[src/rtl/spi_write_arbiter.sv]
// Round-robin arbiter letting three register-write requesters share one SPI master.
// Latency: req sampled in IDLE -> spi_start next cycle; ack/err at earliest 3 cycles after spi_start.
// Backpressure: requesters hold req until ack/err; the SPI master paces via spi_busy, bounded by accept/done timeouts.
module spi_write_arbiter #(
    parameter int ACCEPT_TIMEOUT = 64,
    parameter int DONE_TIMEOUT   = 1024
) (
    input  logic        clk,
    input  logic        rst,
    input  logic [2:0]  req,
    input  logic [20:0] req_addr,
    input  logic [23:0] req_data,
    output logic [2:0]  ack,
    output logic [2:0]  err,
    output logic        spi_start,
    output logic [15:0] spi_datain,
    input  logic        spi_busy,
    output logic [1:0]  grant_id,
    output logic        arb_busy
);

    // One counter serves both wait states, so it is sized for the larger timeout.
    localparam int MAX_TO = (ACCEPT_TIMEOUT > DONE_TIMEOUT) ? ACCEPT_TIMEOUT : DONE_TIMEOUT;
    localparam int CW     = $clog2(MAX_TO + 1);
    localparam logic [CW-1:0] ACC_LIM  = CW'(ACCEPT_TIMEOUT);
    localparam logic [CW-1:0] DONE_LIM = CW'(DONE_TIMEOUT);

    typedef enum logic [2:0] {
        S_IDLE,
        S_LAUNCH,
        S_WAIT_ACCEPT,
        S_WAIT_DONE,
        S_COMPLETE
    } state_t;

    state_t         state_q, state_d;
    logic [1:0]     grant_q, grant_d;
    logic [1:0]     last_q, last_d;
    logic [6:0]     addr_q, addr_d;
    logic [7:0]     data_q, data_d;
    logic [CW-1:0]  cnt_q, cnt_d;
    logic [CW-1:0]  cnt_inc;
    logic           fail_q, fail_d;

    logic           win_vld;
    logic [1:0]     win_idx;
    logic [1:0]     cand;
    logic [6:0]     win_addr;
    logic [7:0]     win_data;
    logic [15:0]    word;

    // (base + ofs) mod 3 for base in 0..2, ofs in 1..3.
    function automatic logic [1:0] rr_next(input logic [1:0] base, input logic [1:0] ofs);
        logic [2:0] sum;
        sum = {1'b0, base} + {1'b0, ofs};
        if (sum >= 3'd3) begin
            sum = sum - 3'd3;
        end
        return sum[1:0];
    endfunction

    // Round-robin pick: scan last+1, last+2, last+3 (mod 3), first asserted req wins.
    always_comb begin
        win_vld = 1'b0;
        win_idx = 2'd0;
        cand    = 2'd0;
        for (int k = 1; k <= 3; k++) begin
            cand = rr_next(last_q, 2'(k));
            if (!win_vld && req[cand]) begin
                win_vld = 1'b1;
                win_idx = cand;
            end
        end
    end

    // Route the winner's address/data to the latch inputs.
    always_comb begin
        case (win_idx)
            2'd1: begin
                win_addr = req_addr[13:7];
                win_data = req_data[15:8];
            end
            2'd2: begin
                win_addr = req_addr[20:14];
                win_data = req_data[23:16];
            end
            default: begin
                win_addr = req_addr[6:0];
                win_data = req_data[7:0];
            end
        endcase
    end

    assign cnt_inc = cnt_q + CW'(1);
    // Bit 15 is the SX1278 write flag; the word is frozen from grant until completion.
    assign word    = {1'b1, addr_q, data_q};

    // State and latched transaction registers; last grant resets to 2 so r0 is scanned first.
    always_ff @(posedge clk) begin
        if (rst) begin
            state_q <= S_IDLE;
            grant_q <= 2'd0;
            last_q  <= 2'd2;
            addr_q  <= 7'd0;
            data_q  <= 8'd0;
            cnt_q   <= '0;
            fail_q  <= 1'b0;
        end else begin
            state_q <= state_d;
            grant_q <= grant_d;
            last_q  <= last_d;
            addr_q  <= addr_d;
            data_q  <= data_d;
            cnt_q   <= cnt_d;
            fail_q  <= fail_d;
        end
    end

    // Next-state logic and Moore outputs decoded from the current state.
    always_comb begin
        state_d    = state_q;
        grant_d    = grant_q;
        last_d     = last_q;
        addr_d     = addr_q;
        data_d     = data_q;
        cnt_d      = cnt_q;
        fail_d     = fail_q;
        ack        = 3'b000;
        err        = 3'b000;
        spi_start  = 1'b0;
        spi_datain = 16'h0000;
        grant_id   = 2'd3;
        arb_busy   = 1'b1;

        if (state_q != S_IDLE) begin
            spi_datain = word;
            grant_id   = grant_q;
        end

        case (state_q)
            S_IDLE: begin
                arb_busy = 1'b0;
                cnt_d    = '0;
                if (win_vld) begin
                    grant_d = win_idx;
                    addr_d  = win_addr;
                    data_d  = win_data;
                    state_d = S_LAUNCH;
                end
            end
            S_LAUNCH: begin
                spi_start = 1'b1;
                cnt_d     = '0;
                fail_d    = 1'b0;
                state_d   = S_WAIT_ACCEPT;
            end
            S_WAIT_ACCEPT: begin
                // busy wins over timeout when both happen in the last allowed cycle
                if (spi_busy) begin
                    cnt_d   = '0;
                    state_d = S_WAIT_DONE;
                end else begin
                    cnt_d = cnt_inc;
                    if (cnt_inc == ACC_LIM) begin
                        fail_d  = 1'b1;
                        state_d = S_COMPLETE;
                    end
                end
            end
            S_WAIT_DONE: begin
                if (!spi_busy) begin
                    state_d = S_COMPLETE;
                end else begin
                    cnt_d = cnt_inc;
                    if (cnt_inc == DONE_LIM) begin
                        fail_d  = 1'b1;
                        state_d = S_COMPLETE;
                    end
                end
            end
            S_COMPLETE: begin
                if (fail_q) begin
                    err = 3'b001 << grant_q;
                end else begin
                    ack = 3'b001 << grant_q;
                end
                last_d  = grant_q;
                cnt_d   = '0;
                state_d = S_IDLE;
            end
            default: begin
                state_d = S_IDLE;
            end
        endcase
    end

endmodule

[config.mk]
export PLATFORM = sky130hd
export DESIGN_NAME = spi_write_arbiter
export DESIGN_NICKNAME = d
export VERILOG_FILES = /design/src/rtl/spi_write_arbiter.sv
export SDC_FILE = /design/constraint.sdc
export NUM_CORES = 1
export LEC_CHECK = 0
export ABC_CLOCK_PERIOD_IN_PS = 3700
export CORE_ASPECT_RATIO = 1.2
export CORE_UTILIZATION = 45
export CTS_BUF_LIST = sky130_fd_sc_hd__clkbuf_4
export DETAILED_ROUTE_END_ITERATION = 8
export GPL_TIMING_DRIVEN = 0
export PLACE_DENSITY_LB_ADDON = 0.05
export REMOVE_ABC_BUFFERS = 1
export SLEW_MARGIN = 20
export SYNTH_ARGS = -nofsm -noshare
export SYNTH_HDL_FRONTEND = slang
export SYNTH_SLANG_ARGS = --single-unit
[constraint.sdc]
create_clock -name clk -period 3.7 [get_ports clk]
set_input_delay 0.74 -clock clk [delete_from_list [all_inputs] [get_ports clk]]
set_output_delay 0.74 -clock clk [all_outputs]
set_load 0.01 [all_outputs]
# [Word-level counts from Yosys, hierarchy flattened]
# Index checks and enable logic that the tools add are counted.
# W data, S select, Z words.
[classes] addsub=7 eq_ne=15 magnitude_cmp=6 n_reduce_logical=13 n_shift=1 muxes=39
[op_table] operator="$pmux W11 S3" n=1
[op_table] operator="$mux W3" n=9
[op_table] operator="$mux W11" n=2
[op_table] operator="$mux W16" n=1
[op_table] operator="$pmux W8 S2" n=1
[op_table] operator="$mux W2" n=7
[op_table] operator="$pmux W7 S2" n=1
[op_table] operator="$mux W1" n=12
[op_table] operator="$pmux W3 S4" n=1
[op_table] operator="$add A11 B1 Y11 const B" n=1
[op_table] operator="$eq A11 B11 Y1 const B" n=1
[op_table] operator="$eq A11 B7 Y1 const B" n=1
[op_table] operator="$ne A2 B2 Y1 const B" n=5
[op_table] operator="$ge A3 B2 Y1 const B" n=3
[op_table] operator="$lt A2 B3 Y1 const B" n=3
[op_table] operator="$reduce_bool A3 Y1" n=3
[op_table] operator="$add A2 B2 Y3 const B" n=2
[op_table] operator="$bmux W1 S2" n=3
[op_table] operator="$eq A3 B2 Y1 const B" n=2
[op_table] operator="$ne A3 B3 Y1 const B" n=2
[op_table] operator="$sub A2 B2 Y2 const B" n=3
[op_table] operator="$reduce_and A5 Y1" n=1
[op_table] operator="$reduce_and A2 Y1" n=2
[op_table] operator="$add A2 B1 Y3 const B" n=1
[op_table] operator="11 further kinds" n=13
[word_totals] input_bits=51 output_inout_bits=26 word_cells=88 register_bits=34

# [Logic depth before layout (Yosys ltp)]
# Gate-level depths: netlist (run 1).
[logic_depth] word_depth=14 ltp_mapped=14 depth_no_buf=12

# [Worst setup path after synthesis (run 1)]
# No wires, ideal clock.
[synth_timing] path_kind="reg2reg" from="register last_q[0]" to="register addr_q[2]" stages_incl_launch_ff=15 path_buffers=2 period_less_slack_ns=2.931 setup_ns=0.065 slack_ns=0.769 required_ns=3.635 t_arrival_ns=2.866 cell_sequence="dfxtp_1 inv_1 ha_1 buf_6 mux2_4 a222oi_1 and2_1 nor3_1 nor3_1 ha_1 clkbuf_1 a22oi_1 o21ai_0 mux2i_1 nor2_1"
[synth_between] elab_chain_len=14 elab_cells_between_ends=32 classes_between="add/sub (6); order compare (3); eq/ne (2); mux (16); reduce/logical (5)"
[synth_rtl] element="start, declared" line_no="38" source="logic [1:0] last_q, last_d;"
[synth_rtl] element="start signal, assigned" line_no="111" source="last_q <= last_d;"
[synth_rtl] element="$add A2 B1 Y3" line_no="55" source="sum = {1'b0, base} + {1'b0, ofs};"
[synth_rtl] element="$ge A3 B2 Y1 or $sub A2 B2 Y2 (tied branches)" line_no="56, 57"
[synth_rtl] element="$mux W2" line_no="56" source="if (sum >= 3'd3) begin"
[synth_rtl] element="$bmux W1 S2" line_no="69" source="if (!win_vld && req[cand]) begin"
[synth_rtl] element="$mux W1 (not written as such)" line_no="69"
[synth_rtl] element="$mux W1" line_no="69"
[synth_rtl] element="$logic_not A1 Y1" line_no="69"
[synth_rtl] element="$logic_and A1 B1 Y1" line_no="69"
[synth_rtl] element="$mux W1" line_no="69"
[synth_rtl] element="$logic_not A1 Y1" line_no="69"
[synth_rtl] element="$logic_and A1 B1 Y1" line_no="69"
[synth_rtl] element="$mux W2 (*)" line_no="69"
[synth_rtl] element="via win_idx[1]" line_no="46" source="logic [1:0] win_idx;"
[synth_rtl] element="$eq A2 B2 Y1 or $eq A2 B1 Y1 (tied branches)" line_no="78" source="case (win_idx)"
[synth_rtl] element="$pmux W7 S2 (*)" line_no="78"
[synth_rtl] element="end signal, assigned" line_no="112" source="addr_q <= addr_d;"
[synth_rtl] element="end, declared" line_no="39" source="logic [6:0] addr_q, addr_d;"
# The timed path passes the listed nets; every way through them passes the cells marked *. The select of a mux whose other input is x is not followed.
# A chain may end at the register's enable or synchronous reset.

# [Worst setup path after layout (run 1)]
[layout_timing] from="register last_q[0]" to="register data_q[1]"
[layout_between] elab_chain_len=14 elab_cells_between_ends=32 classes_between="add/sub (6); order compare (3); eq/ne (2); mux (16); reduce/logical (5)"
[layout_rtl] element="$add A2 B1 Y3" line_no="55"
[layout_rtl] element="$ge A3 B2 Y1 or $sub A2 B2 Y2 (tied branches)" line_no="56, 57"
[layout_rtl] element="$mux W2" line_no="56"
[layout_rtl] element="$bmux W1 S2" line_no="69"
[layout_rtl] element="$mux W1 (not written as such)" line_no="69"
[layout_rtl] element="$mux W1" line_no="69"
[layout_rtl] element="$logic_not A1 Y1" line_no="69"
[layout_rtl] element="$logic_and A1 B1 Y1" line_no="69"
[layout_rtl] element="$mux W1" line_no="69"
[layout_rtl] element="$logic_not A1 Y1" line_no="69"
[layout_rtl] element="$logic_and A1 B1 Y1" line_no="69"
[layout_rtl] element="$mux W2 (*)" line_no="69"
[layout_rtl] element="via win_idx[0]" line_no="46"
[layout_rtl] element="$eq A2 B2 Y1 or $eq A2 B1 Y1 (tied branches)" line_no="78"
[layout_rtl] element="$pmux W8 S2 (*)" line_no="78"
[layout_rtl] element="end signal, assigned" line_no="113" source="data_q <= data_d;"
[layout_rtl] element="end, declared" line_no="40" source="logic [7:0] data_q, data_d;"
# Marked as above.

==> results of run 1 <==
## cell type report
type / count / area (µm²) / area share, %
multi-input combinational: 248 / 1580 / 49.0
timing repair buffer: 78 / 771 / 24.0
inverter: 16 / 60.1 / 1.87
sequential: 34 / 681 / 21.2
clock inverter: 2 / 8.76 / 0.272
clock buffer: 6 / 45.0 / 1.40
tap: 60 / 75.1 / 2.33
## how the worst max path moves through the flow
stage | endpoint | depth (start not counted)
2_1_floorplan | grant_q[1] | 5
3_3_place_gp | grant_q[1] | 6
3_5_place_dp | data_q[4] | 9
4_1_cts | addr_q[1] | 12
5_1_grt | data_q[1] | 13
6_report | data_q[1] | 13
## cell usage in the layout (no fill, tap or decap), types with 4 or more instances in the layout
cell              n
clkbuf_4          6
inv_1            16
and3_1            8
o21ai_0          27
nor2b_1          16
dfxtp_1          34
ha_1              6
nor3_1            8
a21oi_1          18
nand2_1          27
nand2b_1          4
nand3_1          10
clkdlybuf4s50_1  75
nor2_1           37
a22oi_1          16
mux2i_1          15
## synth_stat cells (7+ instances only)
library cell | count | area share (%)
mux2i_1 | 15 | 6.2
inv_1 | 16 | 2.5
and3_1 | 8 | 2.1
ha_1 | 7 | 3.6
a21oi_1 | 19 | 3.9
nor2_1 | 37 | 5.7
nor3_1 | 8 | 1.6
dfxtp_1 | 34 | 28
a22oi_1 | 16 | 4.9
nand2_1 | 27 | 4.2
clkbuf_1 | 16 | 2.5
nand3_1 | 10 | 2.1
nor2b_1 | 16 | 4.1
o21ai_0 | 27 | 5.6
## critical path: stages, from the launching register on
cell,delay (ns)
dfxtp_1,0.43
inv_1,0.11
ha_1,0.47
mux2_4,0.33
a222oi_1,0.30
buf_4,0.18
a311o_1,0.19
nand2_1,0.09
inv_1,0.07
ha_1,0.53
a22oi_1,0.18
o21ai_0,0.23
mux2i_1,0.10
nor2_1,0.11
## flip-flops by register name, summed over array words and instances (netlist names)
signal   count
cnt_q       11
fail_q       1
addr_q       7
data_q       8
state_q      3
grant_q      2
last_q       2
## metal layers
layer | vias to the layer above | global-route usage [%] | share of wire [%]
li1 | 1271 | - | -
met1 | 1167 | 26.1 | 43
met2 | 58 | 39.0 | 51
met3 | 4 | 4.73 | 5.0
met4 | 0 | 8.57 | 0.89
met5 | - | 0 | 0
## power groups by stage
stage	sequential (mW)	combinational [mW]	clock [mW]
floorplan	0.430	0.211	0
global placement	0.438	0.372	0
detailed placement	0.439	0.375	0
CTS	0.431	0.378	0.216
global route	0.438	0.414	0.231
finish	0.431	0.377	0.211
## kinds of logic after synthesis
family	after synthesis	share of synthesized area [%]
compound gates	87	23.7
xor+xnor	4	1.44
fa+ha+maj	7	3.60
buf+inv	41	7.81
flops	34	28.0
mux	18	7.71
simple gates	132	27.8
## timing repair
action	4_1_cts	5_1_grt
resized for setup	1	0
pin swaps	0	1
setup buffers	0	2
endpoints found under the setup margin	6	15
==> flow_summary.toml, run 1 <==
[critical_path]
r2r_setup_slack_ns = 0.32
crit_required_ns = 3.97
start_of_the_worst_register_to_register_path = "last_q[0]"
rr_worst_depth = 13
crit_path_arrival_time_ns = 3.65
endpoint_kind = "flip-flop"
worstSetupStartpointType = "flip-flop"
worst_r2r_endpoint = "data_q[1]"
path_class = "reg -> reg"
critPathMaxFanout = 15
crit_start = "last_q[0]"

[finish]
post_route_cells_drive_above_1_share_pct = 5.99
area_delta_synth_final_pct = 32.2
layout.core_utilization_pct = 63.3
fillers = 475
layout.cell_area.non_filler_um2 = 3220
insertedDiodeCount = 0
final_cells = 444
nets = 441

[timing]
min_period_over_period_pct = 91.5
pins_over_their_slew_limit = 0
clock_skew_ns = 0.00713
grt_setup_unrepaired = "no"
report.final.hold_viol_count = 0
final-setup-viol-count = 0
worst_hold_slack_ns = 0.496
max_slew.worst_pin.slew_ns = 0.768
achievable-frequency_mhz = 296
worst_slack_ns = 0.316
final_critical_path_required_period_ns = 3.38
fin_setup_tns_ns = 0
slew_headroom_pct = 48.7

[floorplan]
dieWidth_um = 69.1
dieHeight_um = 82.6
fp-row-count = 28
initial_utilization_pct = 47.9
ios = 77
design.die.area_um2 = 5710
floorplan.core_area_um2 = 5080

[detailed_routing]
drc_violation_total_after_the_first_tritonroute_iteration = 164
postRouteAntennaNets = 0
postRouteWirelength_mm = 6.15
detailroute.via_count = 2500
drt-vias-per-instance = 5.63
wire_per_inst_um = 13.8
route.detailed.drc = 0
drt_pass1_iterations = 5

[clock_tree]
cts_tree = "done"
tritoncts.num_buffers = 5
cts_num_sinks = 34
post_cts_hold_buffer_count = 0
clkTransAtPathRegs_ns = 0.11
cts-root-to-sink-buffers = 2
worstSkewPairLatency_ns = 0.33
cts-root-buf = "clkbuf_4"
ctsHtreeMaxLevel = 2

[power]
worst_ir_drop_vdd_mv = 0.167
totalPowerFinal_mw = 1.02
static-leakage-power_nw = 1.24
clockPowerShare_pct = 20.7
p_int_uw = 673
power_density_nw_per_um2 = 317
power_frac_comb_pct = 37.0
netSwitchingFraction_pct = 34.0
seq_power_share_pct = 42.3
switching_power_uw = 347

[synth]
synth_sequential_area_ratio_pct = 28.0
async_flop_share_pct = 0
synth.distinct_cells = 54
ys_warn_count = 0
synth_top_flop_cell = "dfxtp_1"
number_of_enable_type_register_cells_in_the_synthesized_netlist = 0
postSynthAreaPerCell_um2 = 7.53
post_synth_inst_count = 323
ys_ff_latch = 34
synth_area_um2 = 2430

[placed_design]
placed_cell_area_um2 = 3150
dp_cells = 434
routability_cong = 0.780
place.detailed.hpwl_mm = 4.39
post-place-ws_ns = -0.276
numPortBuffers = 76

[global_routing]
grt_max_degree = 34
grt_pass1_vias = 2228
globalRouteOverflowTotal = 0
track_usage_pct = 22.0
grt_first_pass_wirelength_mm = 10.2
number_of_antenna_violations_at_the_first_check_in_global_routing = 0

[worst_hold_path]
hold_removal_path_class = "reg -> reg"
holdPathStages = 2
hold_path_startpoint = "data_q[0]"
timing.hold.worst_endpoint = "data_q[0]"

[job]
max_cap_violations = 0

[outcome]
outcome = "completed"
Power figures use the tool's default switching activity.
==> inputs of run 2 (changes only) <==
--- a/config.mk
+++ b/config.mk
@@ -11,6 +11,7 @@
 export CTS_BUF_LIST = sky130_fd_sc_hd__clkbuf_4
 export DETAILED_ROUTE_END_ITERATION = 8
 export GPL_TIMING_DRIVEN = 0
+export MAX_ROUTING_LAYER = met4
 export PLACE_DENSITY_LB_ADDON = 0.05
 export REMOVE_ABC_BUFFERS = 1
 export SLEW_MARGIN = 20
==> run 2 against run 1 <==
  * Routed wire length is 0.21% higher
  * Setup slack better by 0.0070 ns
  * Utilization stayed put
  * Sequential power hardly changed
  * Total power hardly changed
  * Combinational power hardly changed
  * Clock power hardly changed
  * Flip-flop and latch count stayed put
  * Non-clock buffer count stayed put
  * Cell count stayed put
  * Largest power group unchanged
==> flow_summary.toml, run 2 (synthesis results as in run 1) <==
[global_routing]
track_usage_pct = 22.6
grt_first_pass_wirelength_mm = 10.2
grt_pass1_vias = 2228
globalRouteOverflowTotal = 0
number_of_antenna_violations_at_the_first_check_in_global_routing = 0
grt_max_degree = 34

[detailed_routing]
route.detailed.drc = 0
postRouteAntennaNets = 0
wire_per_inst_um = 13.9
drt-vias-per-instance = 5.65
detailroute.via_count = 2507
postRouteWirelength_mm = 6.16
drc_violation_total_after_the_first_tritonroute_iteration = 185
drt_pass1_iterations = 4

[power]
seq_power_share_pct = 42.3
switching_power_uw = 347
static-leakage-power_nw = 1.24
totalPowerFinal_mw = 1.02
p_int_uw = 673
clockPowerShare_pct = 20.7
netSwitchingFraction_pct = 34.0
worst_ir_drop_vdd_mv = 0.167
power_frac_comb_pct = 37.0
power_density_nw_per_um2 = 317

[worst_hold_path]
hold_path_startpoint = "data_q[0]"
hold_removal_path_class = "reg -> reg"
holdPathStages = 2
timing.hold.worst_endpoint = "data_q[0]"

[timing]
min_period_over_period_pct = 91.3
clock_skew_ns = 0.00849
grt_setup_unrepaired = "no"
report.final.hold_viol_count = 0
achievable-frequency_mhz = 296
slew_headroom_pct = 48.7
fin_setup_tns_ns = 0
final-setup-viol-count = 0
final_critical_path_required_period_ns = 3.38
max_slew.worst_pin.slew_ns = 0.768
worst_slack_ns = 0.323
pins_over_their_slew_limit = 0

[clock_tree]
ctsHtreeMaxLevel = 2
tritoncts.num_buffers = 5
cts-root-buf = "clkbuf_4"
cts_tree = "done"
cts-root-to-sink-buffers = 2
post_cts_hold_buffer_count = 0
worstSkewPairLatency_ns = 0.34
cts_num_sinks = 34
clkTransAtPathRegs_ns = 0.11

[finish]
layout.core_utilization_pct = 63.3
post_route_cells_drive_above_1_share_pct = 5.99
layout_commonest_cell = "clkdlybuf4s50_1"
insertedDiodeCount = 0
largest_reg_flops = 11
area_delta_synth_final_pct = 32.2
top_library_cells_by_usage_in_the_layout_fill_and_taps_aside = "clkdlybuf4s50_1 (75), nor2_1 (37), dfxtp_1 (34), nand2_1 (27), o21ai_0 (27)"
regMostFlops = "cnt_q"
top_regs = "cnt_q: 11 flops, data_q: 8 flops, addr_q: 7 flops"
nets = 441
layout.cell_area.non_filler_um2 = 3220

[critical_path]
rr_worst_depth = 13
r2r_setup_slack_ns = 0.32
path_class = "reg -> reg"
endpoint_kind = "flip-flop"
crit_path_arrival_time_ns = 3.65
crit_required_ns = 3.97
start_of_the_worst_register_to_register_path = "last_q[0]"
worst_r2r_endpoint = "data_q[1]"
critPathMaxFanout = 15
worstSetupStartpointType = "flip-flop"

[floorplan]
dieHeight_um = 82.6
design.die.area_um2 = 5710
initial_utilization_pct = 47.9
ios = 77
dieWidth_um = 69.1
fp-row-count = 28
floorplan.core_area_um2 = 5080

[placed_design]
numPortBuffers = 76
post-place-ws_ns = -0.276
routability_cong = 0.790
place.detailed.hpwl_mm = 4.39
placed_cell_area_um2 = 3150

[outcome]
outcome = "completed"

[job]
max_cap_violations = 0
## run 2: cell counts in the layout (fill, tap and decap cells not counted)
Identical to the previous run, type by type.
## run 2: area by class of cell
cell class                 count  area (µm²)
inverter                      16        60.1
fill                         475        1860
clock inverter                 2        8.76
tap                           60        75.1
timing repair buffer          78         771
sequential                    34         681
clock buffer                   6        45.0
multi-input combinational    248        1580
## run 2: repair_timing
item,in CTS,in global routing
setup buffers,0,2
setup endpoints to repair,6,15
pin swaps,0,1
resized for setup,1,0
gates cloned,0,0
## run 2: worst max-delay path by stage
stage / from / endpoint / cells past startpoint
3_3_place_gp: req[1] / grant_q[1] / 6
4_1_cts: last_q[0] / addr_q[1] / 12
5_1_grt: last_q[0] / data_q[1] / 13
3_5_place_dp: req[1] / data_q[4] / 9
6_report: last_q[0] / data_q[1] / 13
2_1_floorplan: state_q[1] / grant_q[1] / 5
## run 2: metrics by stage
step | hold slack, ns | cells
3_3_place_gp | 0.465 | 434
4_1_cts | 0.502 | 442
3_5_place_dp | 0.476 | 434
6_report | 0.496 | 444
5_1_grt | 0.516 | 444
2_1_floorplan | 0.452 | 298
## run 2: layer usage
metal  global-route usage [%]  up-vias  part of all wire [%]
met5                        -        -                     0
met4                     8.57        0                   1.1
met3                     4.13        6                   4.9
met2                     39.0       65                    51
met1                     26.5     1167                    43
li1                         -     1269                     -
## run 2: power groups by stage
stage	sequential [mW]	clock (mW)	combinational [mW]
after detailed placement	0.439	0	0.375
after global placement	0.438	0	0.372
after global routing	0.438	0.231	0.414
after CTS	0.431	0.216	0.378
final	0.431	0.211	0.378
after floorplan	0.430	0	0.211
## run 2: worst max-delay path: stages (launching register included)
cell,delay [ns]
dfxtp_1,0.43
inv_1,0.11
ha_1,0.46
mux2_4,0.33
a222oi_1,0.30
buf_4,0.18
a311o_1,0.19
nand2_1,0.09
inv_1,0.07
ha_1,0.53
a22oi_1,0.18
o21ai_0,0.23
mux2i_1,0.10
nor2_1,0.11
==> inputs of run 3 (changes only) <==
--- a/config.mk
+++ b/config.mk
@@ -14,7 +14,7 @@
 export MAX_ROUTING_LAYER = met4
 export PLACE_DENSITY_LB_ADDON = 0.05
 export REMOVE_ABC_BUFFERS = 1
-export SLEW_MARGIN = 20
+export SLEW_MARGIN = 10
 export SYNTH_ARGS = -nofsm -noshare
 export SYNTH_HDL_FRONTEND = slang
 export SYNTH_SLANG_ARGS = --single-unit
==> constraint.sdc (replaced) <==
create_clock -name clk -period 3.7 [get_ports clk]
set_input_delay 1.11 -clock clk [delete_from_list [all_inputs] [get_ports clk]]
set_output_delay 1.11 -clock clk [all_outputs]
set_load 0.01 [all_outputs]
==> run 3 against run 2 <==
  * Global-route usage rose by 0.49 points
  * Via count fell by 0.48%
  * Critical endpoint is now addr_q[1]
  * Highest routed layer unchanged
  * Routed wire length rose by 2.6%
  * Hold slack improved by 0.0019 ns
==> flow_summary.toml, run 3 (synthesis results as in run 1) <==
[detailed_routing]
wire_per_inst_um = 14.2
drt_pass1_iterations = 4
drt-vias-per-instance = 5.61
detailroute.via_count = 2495
route.detailed.drc = 0
drc_violation_total_after_the_first_tritonroute_iteration = 184
postRouteAntennaNets = 0
postRouteWirelength_mm = 6.32

[finish]
largest_reg_flops = 11
regMostFlops = "cnt_q"
insertedDiodeCount = 0
fillers = 471
top_library_cells_by_usage_in_the_layout_fill_and_taps_aside = "clkdlybuf4s50_1 (75), nor2_1 (37), dfxtp_1 (34), nand2_1 (27), o21ai_0 (27)"
nets = 442
top_regs = "cnt_q: 11 flops, data_q: 8 flops, addr_q: 7 flops"
layout_commonest_cell = "clkdlybuf4s50_1"
post_route_cells_drive_above_1_share_pct = 6.49
area_delta_synth_final_pct = 32.6
final_cells = 445
layout.core_utilization_pct = 63.5

[timing]
grt_setup_unrepaired = "no"
pins_over_their_slew_limit = 0
final_critical_path_required_period_ns = 3.43
clock_skew_ns = 0.0107
fin_setup_tns_ns = 0
report.final.hold_viol_count = 0
slew_headroom_pct = 49.7
achievable-frequency_mhz = 291
min_period_over_period_pct = 92.8
max_slew.worst_pin.slew_ns = 0.754
final-setup-viol-count = 0

[worst_hold_path]
hold_removal_path_class = "reg -> reg"

[clock_tree]
cts_num_sinks = 34
ctsHtreeMaxLevel = 2
tritoncts.num_buffers = 5
cts-root-to-sink-buffers = 2
clkTransAtPathRegs_ns = 0.10
cts_tree = "done"
worstSkewPairLatency_ns = 0.34
cts-root-buf = "clkbuf_4"

[global_routing]
grt_pass1_vias = 2300
grt_first_pass_wirelength_mm = 10.4
grt_max_degree = 34
globalRouteOverflowTotal = 0
number_of_antenna_violations_at_the_first_check_in_global_routing = 0
track_usage_pct = 23.1

[critical_path]
path_cells = "clkdlybuf4s50_1 -> a22o_1 -> a222oi_1 -> buf_4 -> a311o_1 -> nand2_1 -> ha_2 -> o21ai_0 -> mux2i_1 -> nor2_1"
worst_path_max_delay_cell = "ha_2"
path_class = "in -> reg"
crit_path_arrival_time_ns = 3.64
timing.critical_path.max_delay_family = "compound AO/OA/AOI/OAI gates"
critPathMaxFanout = 30
crit_required_ns = 3.91
cpPeakStageDelay_ns = 0.62
worstSetupStartpointType = "input port"
cp.buffers_inverters = 2
endpoint_kind = "flip-flop"

[power]
power_density_nw_per_um2 = 320
static-leakage-power_nw = 1.24
worst_ir_drop_vdd_mv = 0.159
totalPowerFinal_mw = 1.03

[floorplan]
ios = 77
dieWidth_um = 69.1
floorplan.core_area_um2 = 5080
design.die.area_um2 = 5710
initial_utilization_pct = 47.9
dieHeight_um = 82.6
fp-row-count = 28

[outcome]
outcome = "completed"

[placed_design]
dp_cells = 435
place.detailed.hpwl_mm = 4.50
numPortBuffers = 76
routability_cong = 0.790

[job]
max_cap_violations = 0
[run 3: cell types whose count changed in the layout (fill, tap and decap cells not counted), sizes merged]
cell,change
buf,+1
[run 3: stage by stage]
stage	area, µm²	hold slack [ns]	setup slack [ns]
6_report	3230	0.498	0.268
5_1_grt	3230	0.519	0.0588
2_1_floorplan	2300	0.452	0.552
3_5_place_dp	3160	0.476	-0.575
3_3_place_gp	3140	0.465	-0.713
4_1_cts	3220	0.502	0.0367
[run 3: path summary, 6_finish.rpt]
check                 start  cells after the start  slack [ns]         to
setup / recovery     req[1]                     10        0.27  addr_q[1]
hold / removal    addr_q[6]                      2        0.50  addr_q[6]
hold reg to reg   addr_q[6]                      2        0.50  addr_q[6]
setup reg to reg  last_q[0]                     11        0.48  addr_q[1]
[run 3: area by class of cell]
type                    instances  area, µm²  area share [%]
multi-input cells             248       1570            48.7
repair buffers                 79        786            24.4
flip-flops and latches         34        681            21.1
well taps                      60       75.1            2.33
inverters                      16       60.1            1.86
clock buffers                   6       45.0            1.40
clock inverters                 2       8.76           0.271
[run 3: report_power, final]
| part | internal, mW | switching, mW |
|---|---|---|
| combinational | 0.203 | 0.180 |
| clock | 0.0789 | 0.137 |
| sequential | 0.397 | 0.0354 |
| total | 0.679 | 0.353 |
[run 3: worst register-to-register path: cells and delay by family (launching register included)]
kind	cells	cell delay [ns]
AO/OA/AOI/OAI	3	0.65
flip-flops	1	0.43
adder cells (fa/ha/maj)	2	1.09
buffers and inverters	2	0.28
AND/OR/NAND/NOR	2	0.15
multiplexers	2	0.49
[run 3: layer usage]
| metal | GRT usage (%) | part of all wire [%] | wire length (µm) | vias up |
|---|---|---|---|---|
| met1 | 26.0 | 43 | 2740 | 1154 |
| li1 | - | - | - | 1270 |
| met5 | - | 0 | 0 | - |
| met2 | 40.5 | 50 | 3190 | 63 |
| met3 | 4.13 | 4.5 | 286 | 8 |
| met4 | 10.6 | 1.6 | 102 | 0 |
[run 3: repair_timing]
| item | in CTS | in global routing |
|---|---|---|
| resized for setup | 2 | 0 |
| hold buffers | 0 | 0 |
| pin swaps | 0 | 1 |
| setup buffers | 0 | 2 |
| endpoints found under the setup margin | 15 | 15 |
